--- src/rtl/div16_rebuild_if.sv ---
// Handshake and operand bundle shared between a producer (e.g. div16 or a
// sequencer) and the div16_rebuild multiply-add unit.
interface div16_rebuild_if #(
    parameter int W = 16
);
    logic             nd;
    logic [W-1:0]     quotient;
    logic [W-1:0]     divisor;
    logic [W-1:0]     remainder;
    logic             rfd;
    logic             rdy;
    logic [2*W-1:0]   product;
    logic             err;

    modport master (
        output nd, quotient, divisor, remainder,
        input  rfd, rdy, product, err
    );

    modport slave (
        input  nd, quotient, divisor, remainder,
        output rfd, rdy, product, err
    );
endinterface

--- src/rtl/div16_rebuild.sv ---
// Rebuilds a divider dividend as quotient * divisor + remainder using a
// shift-add multiplier, one partial product per clock. Also flags tuples
// that a divider could never have produced (divisor 0 or remainder too big).
//
// state | meaning
// ------+---------------------------------------------------------------
// IDLE  | rfd high, waiting for nd; operands captured on the load edge
// RUN   | one partial product per clock, W clocks in total
// DONE  | rdy high for one cycle, product/err already valid
module div16_rebuild #(
    parameter int W = 16
) (
    input  logic          clk,
    input  logic          rst_n,
    div16_rebuild_if.slave bus
);
    localparam int CW = (W > 1) ? $clog2(W) : 1;

    typedef enum logic [1:0] {
        IDLE = 2'd0,
        RUN  = 2'd1,
        DONE = 2'd2
    } state_t;

    state_t           state;
    state_t           state_nxt;

    logic [2*W-1:0]   acc;
    logic [2*W-1:0]   md;
    logic [W-1:0]     mq;
    logic [CW-1:0]    cnt;
    logic             err_r;
    logic [2*W-1:0]   product_q;
    logic             err_q;

    logic             load;
    logic             last_iter;
    logic [2*W-1:0]   acc_sum;
    logic             tuple_bad;

    // nd only counts while we are ready; anything else is silently dropped
    assign load      = (state == IDLE) && bus.nd;
    assign last_iter = (state == RUN) && (cnt == CW'(W - 1));

    // A legal divider result always has 0 <= remainder < divisor
    assign tuple_bad = (bus.divisor == '0) || (bus.remainder >= bus.divisor);

    // Conditional add of the shifted multiplicand; cannot overflow 2W bits
    always_comb begin
        acc_sum = acc;
        if (mq[0]) begin
            acc_sum = acc + md;
        end
    end

    // State register
    always_ff @(posedge clk or negedge rst_n) begin
        if (!rst_n) begin
            state <= IDLE;
        end else begin
            state <= state_nxt;
        end
    end

    // Next-state logic
    always_comb begin
        state_nxt = state;
        case (state)
            IDLE: begin
                if (bus.nd) begin
                    state_nxt = RUN;
                end
            end
            RUN: begin
                if (last_iter) begin
                    state_nxt = DONE;
                end
            end
            DONE: begin
                state_nxt = IDLE;
            end
            default: begin
                state_nxt = IDLE;
            end
        endcase
    end

    // Handshake outputs decoded straight from the state flops
    always_comb begin
        bus.rfd = 1'b0;
        bus.rdy = 1'b0;
        case (state)
            IDLE:    bus.rfd = 1'b1;
            DONE:    bus.rdy = 1'b1;
            default: begin
                bus.rfd = 1'b0;
                bus.rdy = 1'b0;
            end
        endcase
    end

    // Working registers: captured on load, stepped once per RUN clock
    always_ff @(posedge clk or negedge rst_n) begin
        if (!rst_n) begin
            acc   <= '0;
            md    <= '0;
            mq    <= '0;
            cnt   <= '0;
            err_r <= 1'b0;
        end else if (load) begin
            acc   <= {{W{1'b0}}, bus.remainder};
            md    <= {{W{1'b0}}, bus.divisor};
            mq    <= bus.quotient;
            cnt   <= '0;
            err_r <= tuple_bad;
        end else if (state == RUN) begin
            acc   <= acc_sum;
            md    <= md << 1;
            mq    <= mq >> 1;
            cnt   <= cnt + CW'(1);
        end
    end

    // Result registers load together with the final partial product so they
    // are valid the same cycle rdy rises, and hold until the next result
    always_ff @(posedge clk or negedge rst_n) begin
        if (!rst_n) begin
            product_q <= '0;
            err_q     <= 1'b0;
        end else if (last_iter) begin
            product_q <= acc_sum;
            err_q     <= err_r;
        end
    end

    assign bus.product = product_q;
    assign bus.err     = err_q;

endmodule

--- src/flat_wrapper.sv ---
// flat-port wrapper written by rule: the top's interface ports become plain ports
module div16_rebuild_flat 
#(
    parameter int W = 16
)
  (clk, rst_n, bus_nd, bus_quotient, bus_divisor, bus_remainder, bus_rfd, bus_rdy, bus_product, bus_err);
  div16_rebuild_if #(.W(W)) bus_i ();
  input  logic clk;
  input  logic rst_n;
  input wire logic [$bits(bus_i.nd)-1:0] bus_nd;
  input wire logic [$bits(bus_i.quotient)-1:0] bus_quotient;
  input wire logic [$bits(bus_i.divisor)-1:0] bus_divisor;
  input wire logic [$bits(bus_i.remainder)-1:0] bus_remainder;
  output wire logic [$bits(bus_i.rfd)-1:0] bus_rfd;
  output wire logic [$bits(bus_i.rdy)-1:0] bus_rdy;
  output wire logic [$bits(bus_i.product)-1:0] bus_product;
  output wire logic [$bits(bus_i.err)-1:0] bus_err;
  assign bus_i.nd = bus_nd;
  assign bus_i.quotient = bus_quotient;
  assign bus_i.divisor = bus_divisor;
  assign bus_i.remainder = bus_remainder;
  assign bus_rfd = bus_i.rfd;
  assign bus_rdy = bus_i.rdy;
  assign bus_product = bus_i.product;
  assign bus_err = bus_i.err;
  div16_rebuild #(.W(W)) u_core (.clk(clk), .rst_n(rst_n), .bus(bus_i));
endmodule
--- config.mk ---
export PLATFORM = sky130hd
export DESIGN_NAME = div16_rebuild_flat
export DESIGN_NICKNAME = d
export VERILOG_FILES = /design/src/rtl/div16_rebuild_if.sv /design/src/rtl/div16_rebuild.sv /design/src/flat_wrapper.sv
export SDC_FILE = /design/constraint.sdc
export NUM_CORES = 1
export LEC_CHECK = 0
export CORE_MARGIN = 5
export CORE_UTILIZATION = 57
export DETAILED_ROUTE_END_ITERATION = 8
export GPL_TIMING_DRIVEN = 0
export PLACE_DENSITY = 0.81
export SYNTH_ARGS = -nofsm -noshare
export SYNTH_HDL_FRONTEND = slang
export SYNTH_SLANG_ARGS = --single-unit
--- constraint.sdc ---
create_clock -name clk -period 3.4 [get_ports clk]
set_clock_uncertainty 0.1 [all_clocks]
set_input_delay 0.68 -clock clk [delete_from_list [all_inputs] [get_ports clk]]
set_output_delay 0.68 -clock clk [all_outputs]
set_load 0.02 [all_outputs]
Yosys cells after proc, flatten, opt, wreduce, memory -nomap -nowiden
Index checks and enable logic that the tools add are counted.

cells by class
  $add $sub $neg = 2
  magnitude comparators = 1
  eq/ne operators = 5
  multiplexer cells = 14
  reductions and logical operators = 7

operator list
  kind                                                                   count
  32-bit two-way mux                                                     5
  32-bit adder                                                           1
  16-bit two-way mux                                                     2
  16-bit greater-or-equal comparator                                     1
  16-bit logical NOT                                                     1
  4-bit two-way mux                                                      2
  4-bit by 1-bit adder with 4-bit output, second input constant          1
  4-bit equality test, second input constant                             1
  2-bit two-way mux                                                      2
  2-bit one-hot mux with 2 select lines                                  1
  2-bit by 1-bit equality test with 1-bit output, second input constant  1
  2-bit equality test, second input constant                             1
  1-bit logical AND                                                      2
  2-bit logical NOT                                                      1
  1-bit two-way mux                                                      2
  2-bit by 1-bit != test with 1-bit output, second input constant        1
  2-bit != test, second input constant                                   1
  2-bit AND reduction                                                    1
  2-bit nonzero test                                                     1
  1-bit logical OR                                                       1

word-level totals
  register bits = 120
  input bits = 51
  output and inout bits = 35
  word-level logic and storage cells = 37

Logic depth before layout (Yosys ltp)
  depth after elaboration = 4
  gate-level depth with buffers = 10
  mapped depth without buffers = 10

Worst setup path after synthesis
OpenSTA, ideal clock, no wires.

  path type = reg2reg
  start = register u_core.md[0]
  end = register u_core.product_q[26], in the netlist u_core.bus.product[26]
  library setup time = 124 ps
  arrival time = 2476 ps
  required time = 3176 ps
  path slack = 700 ps
  stages on the path, launching flop included = 11
  buffers on the path = 0
  clock period less this slack = 2700 ps
  path through = dfrtp_1 -> ha_1 -> fa_1 -> a21oi_1 -> o22ai_1 -> a311oi_2 -> nor4_1 -> nor3_1 -> o21bai_2 -> mux2i_1 -> a211o_1

on the way
  word-level cells in the longest chain between the ends = 2

ends and longest elaborated chain
  element                 line                  RTL
  start, declared         div16_rebuild.sv:29   logic [2*W-1:0] md;
  start signal, assigned  div16_rebuild.sv:112  md <= {{W{1'b0}}, bus.divisor};
  start signal, assigned  div16_rebuild.sv:118  md <= md << 1;
  32-bit adder            div16_rebuild.sv:52   acc_sum = acc + md;
  32-bit two-way mux      div16_rebuild.sv:51   if (mq[0]) begin
  end signal, assigned    div16_rebuild.sv:131  product_q <= acc_sum;
  end, declared           div16_rebuild.sv:33   logic [2*W-1:0] product_q;

No other way between the ends.
A chain may end at the register's enable or synchronous reset.

Final worst setup path
  start = register u_core.md[0]
  end = register u_core.product_q[28], in the netlist u_core.bus.product[28]

Same word-level chain as after synthesis.

==> reports/results.md <==
| Result | This run |
|:---|:---|
| Final count of pins violating max slew | 0 |
| Share of total power in the clock network | 0.187 |
| FF-to-FF setup slack | 0.14 ns |
| Vias in the first global route | 6551 |
| Worst slew slack as a fraction of its limit | 0.421 |
| I/O pin total | 86 |
| Avg Inst Size Synth | 8.81 sq um |
| Final worst path period share | 0.960 |
| Worst setup path class | reg -> reg |
| Final HPWL from detailed placement | 15400 um |
| Final antenna diode count | 0 |
| Destination of the worst register-to-register timing path | u_core.bus.product[28] |
| PwrDens | 1060 mW/mm^2 |
| DR vias/cell | 6.09 |
| Global-route usage over all layers | 0.295 |
| Endpoints failing hold | 0 |
| Routed Wire Length | 21300 um |
| Number of detailed-routing iterations run before antenna repair | 5 |
| Clock tree from TritonCTS | yes |
| Starting DRC count in detailed routing | 681 |
| Area of the core region | 0.0126 sq mm |
| Sequential cell area in the final layout | 0.00300 sq mm |
| Cell-internal power | 0.00529 W |
| Category of the worst setup path launch point | flop |
| Mapped cell area | 0.00727 sq mm |
| Main flop type after synthesis | sky130_fd_sc_hd__dfrtp_1 |
| Post-DRT Antenna Nets | 0 |
| Wire length of the first global-routing pass | 33900 um |
| Switching portion of total power | 0.445 |
| Unrepaired setup endpoints after global routing | no |
| Number of cells upsized or downsized after cts | 0 |
| Max IR drop VDD | 518 uV |
| Sinks on Clock Net | 120 |
| Count of maximum capacitance violations | 0 |
| Critical-path maximum fanout | 3 |
| Number of vias in the routed layout | 6782 |
| Seq pwr share | 0.270 |
| Num CTS Buffers | 17 |
| Endpoints failing setup | 0 |
| Switching power summed over all nets | 0.00423 W |
| Count of flip-flops with a built-in enable after synthesis | 0 |
| Launching instance or port of the critical path | u_core.md[0] |
| Port Buf Inserts | 85 |
| Residual overflow from global routing | 0 |
| Power consumption | 0.00952 W |
| Worst setup path endpoint | u_core.bus.product[28] |
| P_leak | 4.13 nW |
| Actual slew at the worst max-slew pin | 0.868 ns |
| Initial standard-cell utilization of the core | 0.578 |
| Floorplan die area | 0.0151 sq mm |
| Routed length per instance | 19.1 um |
| Class of the tightest hold or removal check | in -> async |
| Worst hold slack across all endpoints | 0.0383 ns |
| Register bit count reported by yosys | 120 |
| Count of mapped cells out of synthesis | 825 |
| Req. time, crit path | 3.60 ns |
| Pin count of the biggest net entering global routing | 89 |
| Last weighted congestion value of the routability-driven placer | 0.980 |
| Syn. warnings | 0 |
| Area Overhead vs Synth | 23.1% |
| Worst setup margin | 0.137 ns |
| Post-CTS Repair Setup Buffers | 0 |
| Worst Setup Slack post-DPL | 0.210 ns |
| Chip height | 123 um |
| H-tree Lvls | 4 |
| Run status | complete, no violations |
| Sequential cell area fraction in the yosys report | 0.413 |
| Fraction of final layout cells sized beyond drive strength 1 | 0.0616 |
| Worst flop-to-flop path startpoint | u_core.md[0] |
| Number of hold-repair buffers added at the cts stage | 0 |
| Final routed DRC violation total | 0 |
| Capturing element type of the critical path | flop |
| F_max | 306 MHz |
| Die outline width | 123 um |
| Most common library cell in the layout ignoring fill and taps | sky130_fd_sc_hd__nand2_1 |
| NumNets Final | 1030 |
| Combinational power share | 0.543 |
| Critical path arrival | 3.47 ns |
| Net Count, Synth | 925 |
| Final critical path time including I/O delays and setup | 3.26 ns |
| Buffer levels on the longest clock path | 2 |
| Most frequent cells in the layout | sky130_fd_sc_hd__nand2_1, sky130_fd_sc_hd__dfrtp_1, sky130_fd_sc_hd__clkdlybuf4s50_1 |
| Final-layout fill cell count | 1011 |
| Share of flip-flops with an asynchronous set or reset | 1.00 |
| Reg2Reg Depth | 10 |
| Count of standard-cell rows | 41 |
| Antenna violations before repair | 0 |
| Root buf cell | sky130_fd_sc_hd__clkbuf_16 |
| Clock network latency to the later pin of the worst-skew pair | 0.42 ns |
| Clock transition at path regs | 0.05 ns |
| Area occupied by multi-input gates | 0.00398 sq mm |
| Distinct cells, synth | 68 |
[Yosys cell counts (all sizes together) (7+ instances only)]
library cell | n | area [sq um]
a21o | 25 | 190
a21oi | 44 | 224
a22oi | 46 | 345
a31oi | 7 | 43.8
buf | 13 | 62.6
clkbuf | 34 | 128
dfrtp | 120 | 3000
ha | 48 | 601
inv | 27 | 101
mux2i | 19 | 190
nand2 | 173 | 652
nand3 | 15 | 75.1
nand4 | 8 | 50.1
nor2 | 30 | 113
nor2b | 9 | 56.3
o21ai | 84 | 424
xnor2 | 16 | 140
xor2 | 12 | 105
[metrics by stage]
| stage | area [sq um] | setup TNS (ns) | instances | util |
|---|---|---|---|---|
| floorplan | 7270 | 0 | 825 | - |
| global placement | 8340 | -375.73 | 1082 | 0.663 |
| detailed placement | 8360 | 0 | 1083 | 0.666 |
| CTS | 8950 | 0 | 1114 | 0.712 |
| global route | 8950 | 0 | 1114 | 0.712 |
| finish | 8950 | 0 | 1114 | 0.712 |
[area by class of cell]
class,instances,area share
repair buffers,86,0.0983
inverters,28,0.0117
well taps,172,0.0240
multi-input cells,630,0.444
plain buffers,47,0.0212
flip-flops and latches,120,0.335
clock buffers,23,0.0545
clock inverters,8,0.0106
[how the worst min path moves through the flow]
stage / to / slack, ns / startpoint / depth (start not counted)
after floorplan: u_core.acc[0] / 0.28 / rst_n / 0
after global placement: u_core.bus.product[3] / 0.36 / u_core.bus.product[3] / 2
after detailed placement: u_core.mq[4] / 0.36 / u_core.mq[4] / 2
after CTS: u_core.acc[20] / 0.04 / rst_n / 1
after global routing: u_core.acc[19] / 0.06 / rst_n / 1
final: u_core.acc[20] / 0.04 / rst_n / 1
[routing by layer]
layer  share of wire  track usage
met1            0.42        0.388
met2            0.47        0.463
met3           0.067       0.0563
met4           0.042        0.157
met5               0            0
[kinds of logic (layout without fill, tap and decap cells)]
group,after synthesis,count (layout),share of synthesized area
AOI/OAI and AO/OA,249,249,0.222
muxes,23,23,0.0324
and+or+nand+nor,281,281,0.173
xor gates and xnor gates,28,28,0.0337
DFF,120,120,0.413
adders and majority gates,49,49,0.0854
buffers and inverters,75,192,0.0406
[power by group through the flow]
stage                     Sequential [W]  Clock (W)  Combinational [W]
after floorplan                  0.00265          0            0.00340
after global placement           0.00255          0            0.00495
after detailed placement         0.00257          0            0.00505
after CTS                        0.00255    0.00179            0.00510
after global routing             0.00264    0.00185            0.00569
final                            0.00257    0.00178            0.00517
[critical path, stage by stage (launching register included)]
cell	delay [ns]
sky130_fd_sc_hd__dfrtp_1	0.41
sky130_fd_sc_hd__ha_1	0.26
sky130_fd_sc_hd__fa_1	0.46
sky130_fd_sc_hd__a21oi_1	0.23
sky130_fd_sc_hd__o221a_2	0.27
sky130_fd_sc_hd__o21ai_1	0.10
sky130_fd_sc_hd__a21oi_1	0.44
sky130_fd_sc_hd__nor2_1	0.19
sky130_fd_sc_hd__a21oi_1	0.30
sky130_fd_sc_hd__xnor2_1	0.14
sky130_fd_sc_hd__o221a_2	0.23
[flip-flops by register name, indices dropped and copies added, names as in the netlist]
| name | count |
|---|---|
| u_core.bus.err | 1 |
| u_core.cnt | 4 |
| u_core.mq | 16 |
| u_core.md | 32 |
| u_core.err_r | 1 |
| u_core.state | 2 |
| u_core.acc | 32 |
| u_core.bus.product | 32 |
Note: power is estimated with default switching activity, not from simulation.
==> variant, RTL diff (config.mk and constraints unchanged) <==
Reset style: synchronous (`rst_n`), changed in 3 clocked blocks.
--- a/src/rtl/div16_rebuild.sv
+++ b/src/rtl/div16_rebuild.sv
@@ -56,3 +56,3 @@
     // State register
-    always_ff @(posedge clk or negedge rst_n) begin
+    always_ff @(posedge clk) begin
         if (!rst_n) begin
@@ -102,3 +102,3 @@
     // Working registers: captured on load, stepped once per RUN clock
-    always_ff @(posedge clk or negedge rst_n) begin
+    always_ff @(posedge clk) begin
         if (!rst_n) begin
@@ -125,3 +125,3 @@
     // are valid the same cycle rdy rises, and hold until the next result
-    always_ff @(posedge clk or negedge rst_n) begin
+    always_ff @(posedge clk) begin
         if (!rst_n) begin
Check against the original RTL: differs if rst_n is asserted again (counterexample within 4 cycles, from zero or initial values and one cycle with rst_n low); with rst_n held inactive, the same outputs for 10 cycles.
==> variant against the unedited design <==
  * Area after synthesis down 3.8%
  * Sequential share of layout area down 5.6 points
  * Wire length up 3.6%
  * Via count up 3.3%
  * Cell area down 3.8%
  * Setup slack better by 0.072 ns
  * Sequential cell count unchanged
Power is not compared: it rests on default switching activity, and its combinational part moved more than twofold at a synthesized area within 25%.
==> variant: results (changes against the unedited design) <==
[layout]
final_nets = 1061  ; was 1030
insertedDiodeCount = 0  ; unchanged
layout-drive-gt1-share_pct = 4.32  ; was 6.16%
fill_cells = 997  ; was 1011

[hold_path]
hold_path_depth = 2
hold_class = flop to flop  ; was input port to async pin

[synthesis]
synth_ff_type = dfxtp_1  ; was dfrtp_1
async_reset_ff_share_pct = 0  ; was 100%
ys_types = 60  ; was 68
synth_top_family_by_area = compound AO/OA/AOI/OAI gates  ; unchanged
ys_seq_area_share_pct = 34.4  ; was 41.3%
synthAdderAreaFrac_pct = 8.88  ; was 8.54%
yosys-top-cells-count = nand2_1 (136), dfxtp_1 (120), a21oi_1 (74), clkbuf_1 (53), ha_1 (48)  ; was nand2_1 (172), dfrtp_1 (120), o21ai_0 (80), ha_1 (48), a22oi_1 (46)
muxShareOfSynthArea_pct = 1.59  ; was 3.24%
synth_nets = 958  ; was 925
synth.area.top_cells = dfxtp_1 (34%), ha_1 (8.6%), nand2_1 (7.3%)  ; was dfrtp_1 (41%), nand2_1 (8.9%), ha_1 (8.3%)
synth_xor_area_share_pct = 4.01  ; was 3.37%
synth-compound-area-share_pct = 30.1  ; was 22.2%

[timing]
tightest_slew_ns = 0.941  ; was 0.868 ns

[worst_setup_path]
ff2ff_setup_slack_ns = 0.21  ; was 0.14 ns
end_kind = flop  ; unchanged
cp_top_family = compound AO/OA/AOI/OAI gates  ; unchanged
path_max_fanout = 7  ; was 3
slowest_delay_ns = 0.45
startpoint = u_core.md[14]  ; was u_core.md[0]
worst_r2r_endpoint = u_core.bus.product[29]  ; was u_core.bus.product[28]
reg2regPathDepth = 11  ; was 10
worst_path_max_delay_cell = a2111oi_2  ; was fa_1
path_common_cell = nand2_1  ; was a21oi_1
arrival_ns = 3.44  ; was 3.47 ns

[drt]
drtIter0Drc = 531  ; was 681
drtPass1Iterations = 5  ; unchanged
num_vias = 7003  ; was 6782
post_drt_wl_per_cell_um = 19.7  ; was 19.1 um

[status]
status = completed  ; unchanged

[clock_tree]
path_clk_slew_ns = 0.06
clockRootBuffer = clkbuf_16  ; unchanged
cts_buffers = 17  ; unchanged
clockBufferDepth = 2  ; unchanged
cts_setup_buffers = 0  ; unchanged

[global_route]
grt_pass1_wl_mm = 34.8  ; was 33.9 mm
gr-usage-all-layers_pct = 30.4  ; was 29.5%
antenna_found_initial = 0  ; unchanged
first_global_vias = 6831  ; was 6551
grt_max_degree = 17  ; was 89

[power_and_ir_drop]
p_int_w = 0.00275
p_leak_nw = 3.61
ir_drop_mv = 0.383

[place]
numPortBuffers = 84  ; was 85
gp_congestion = 0.970  ; was 0.980
dp.final_hpwl_mm = 15.6  ; was 15.4 mm

-- variant: cell count changes after synthesis, moves of 19 or more --
| cell | unedited run | this run |
|---|---|---|
| dfrtp_1 | 120 | 0 |
| dfxtp_1 | 0 | 120 |
| o21ai_0 | 80 | 38 |
| a21boi_0 | 1 | 37 |
| nand2_1 | 172 | 136 |
| a21oi_1 | 43 | 74 |
| clkbuf_1 | 34 | 53 |
-- variant: power groups by stage --
| stage | sequential, W | clock [W] | combinational, W |
|---|---|---|---|
| after CTS | 0.00149 | 0.00175 | 0.000487 |
| after detailed placement | 0.00152 | 0 | 0.000480 |
| after floorplan | 0.00151 | 0 | 0.000305 |
| after global placement | 0.00152 | 0 | 0.000473 |
| after global routing | 0.00150 | 0.00181 | 0.000535 |
| final | 0.00149 | 0.00175 | 0.000495 |
-- variant: layer usage --
layer / GRT usage, % / part of all wire (%)
met5: 0 / 0
met1: 37.9 / 42
met2: 49.2 / 46
met3: 7.20 / 8.0
met4: 14.5 / 3.7
-- variant: repair_timing --
action,CTS,global route
setup endpoints to repair,8,8
resized for setup,3,4
hold buffers,0,0
-- variant: stage by stage --
stage                     utilization, %  setup slack (ns)  instances  area [um2]
after global placement              66.7            -0.336       1089        8020
final                               71.7             0.209       1120        8610
after detailed placement            66.7            -0.340       1089        8020
after global routing                71.7            0.0149       1120        8610
after CTS                           71.5            0.0421       1120        8590
after floorplan                        -             0.667        858        6990
-- variant: worst min path at each step --
| stage | from | end | slack (ns) |
|---|---|---|---|
| final | u_core.bus.product[16] | u_core.bus.product[16] | 0.36 |
| after detailed placement | u_core.bus.product[16] | u_core.bus.product[16] | 0.35 |
| after floorplan | u_core.err_r | u_core.bus.err | 0.34 |
| after CTS | u_core.bus.product[16] | u_core.bus.product[16] | 0.36 |
| after global placement | u_core.bus.product[16] | u_core.bus.product[16] | 0.35 |
| after global routing | u_core.bus.product[21] | u_core.bus.product[21] | 0.39 |
-- variant: worst register-to-register path: stages (launching register included) --
cell and delay [ns]:
dfxtp_1 0.35, ha_1 0.29, clkbuf_1 0.26, nand2_1 0.13
nor2_1 0.20, nand2_1 0.19, a2111oi_2 0.45, o22ai_1 0.26
o41ai_2 0.33, mux2i_1 0.28, nand2_1 0.08, a31oi_1 0.19
-- variant: logic make-up after synthesis --
group	after synthesis
buffers and inverters	82
DFF	120
xor gates and xnor gates	32
AOI/OAI and AO/OA	309
and+or+nand+nor	255
adders and majority gates	49
muxes	11
-- variant: cell type report --
class                   count  share of cell area, %
well taps                 147                   2.14
repair buffers             84                   9.76
inverters                  22                  0.959
clock buffers              21                   5.35
multi-input cells         656                   50.1
flip-flops and latches    120                   27.9
plain buffers              60                   2.66
clock inverters            10                   1.19
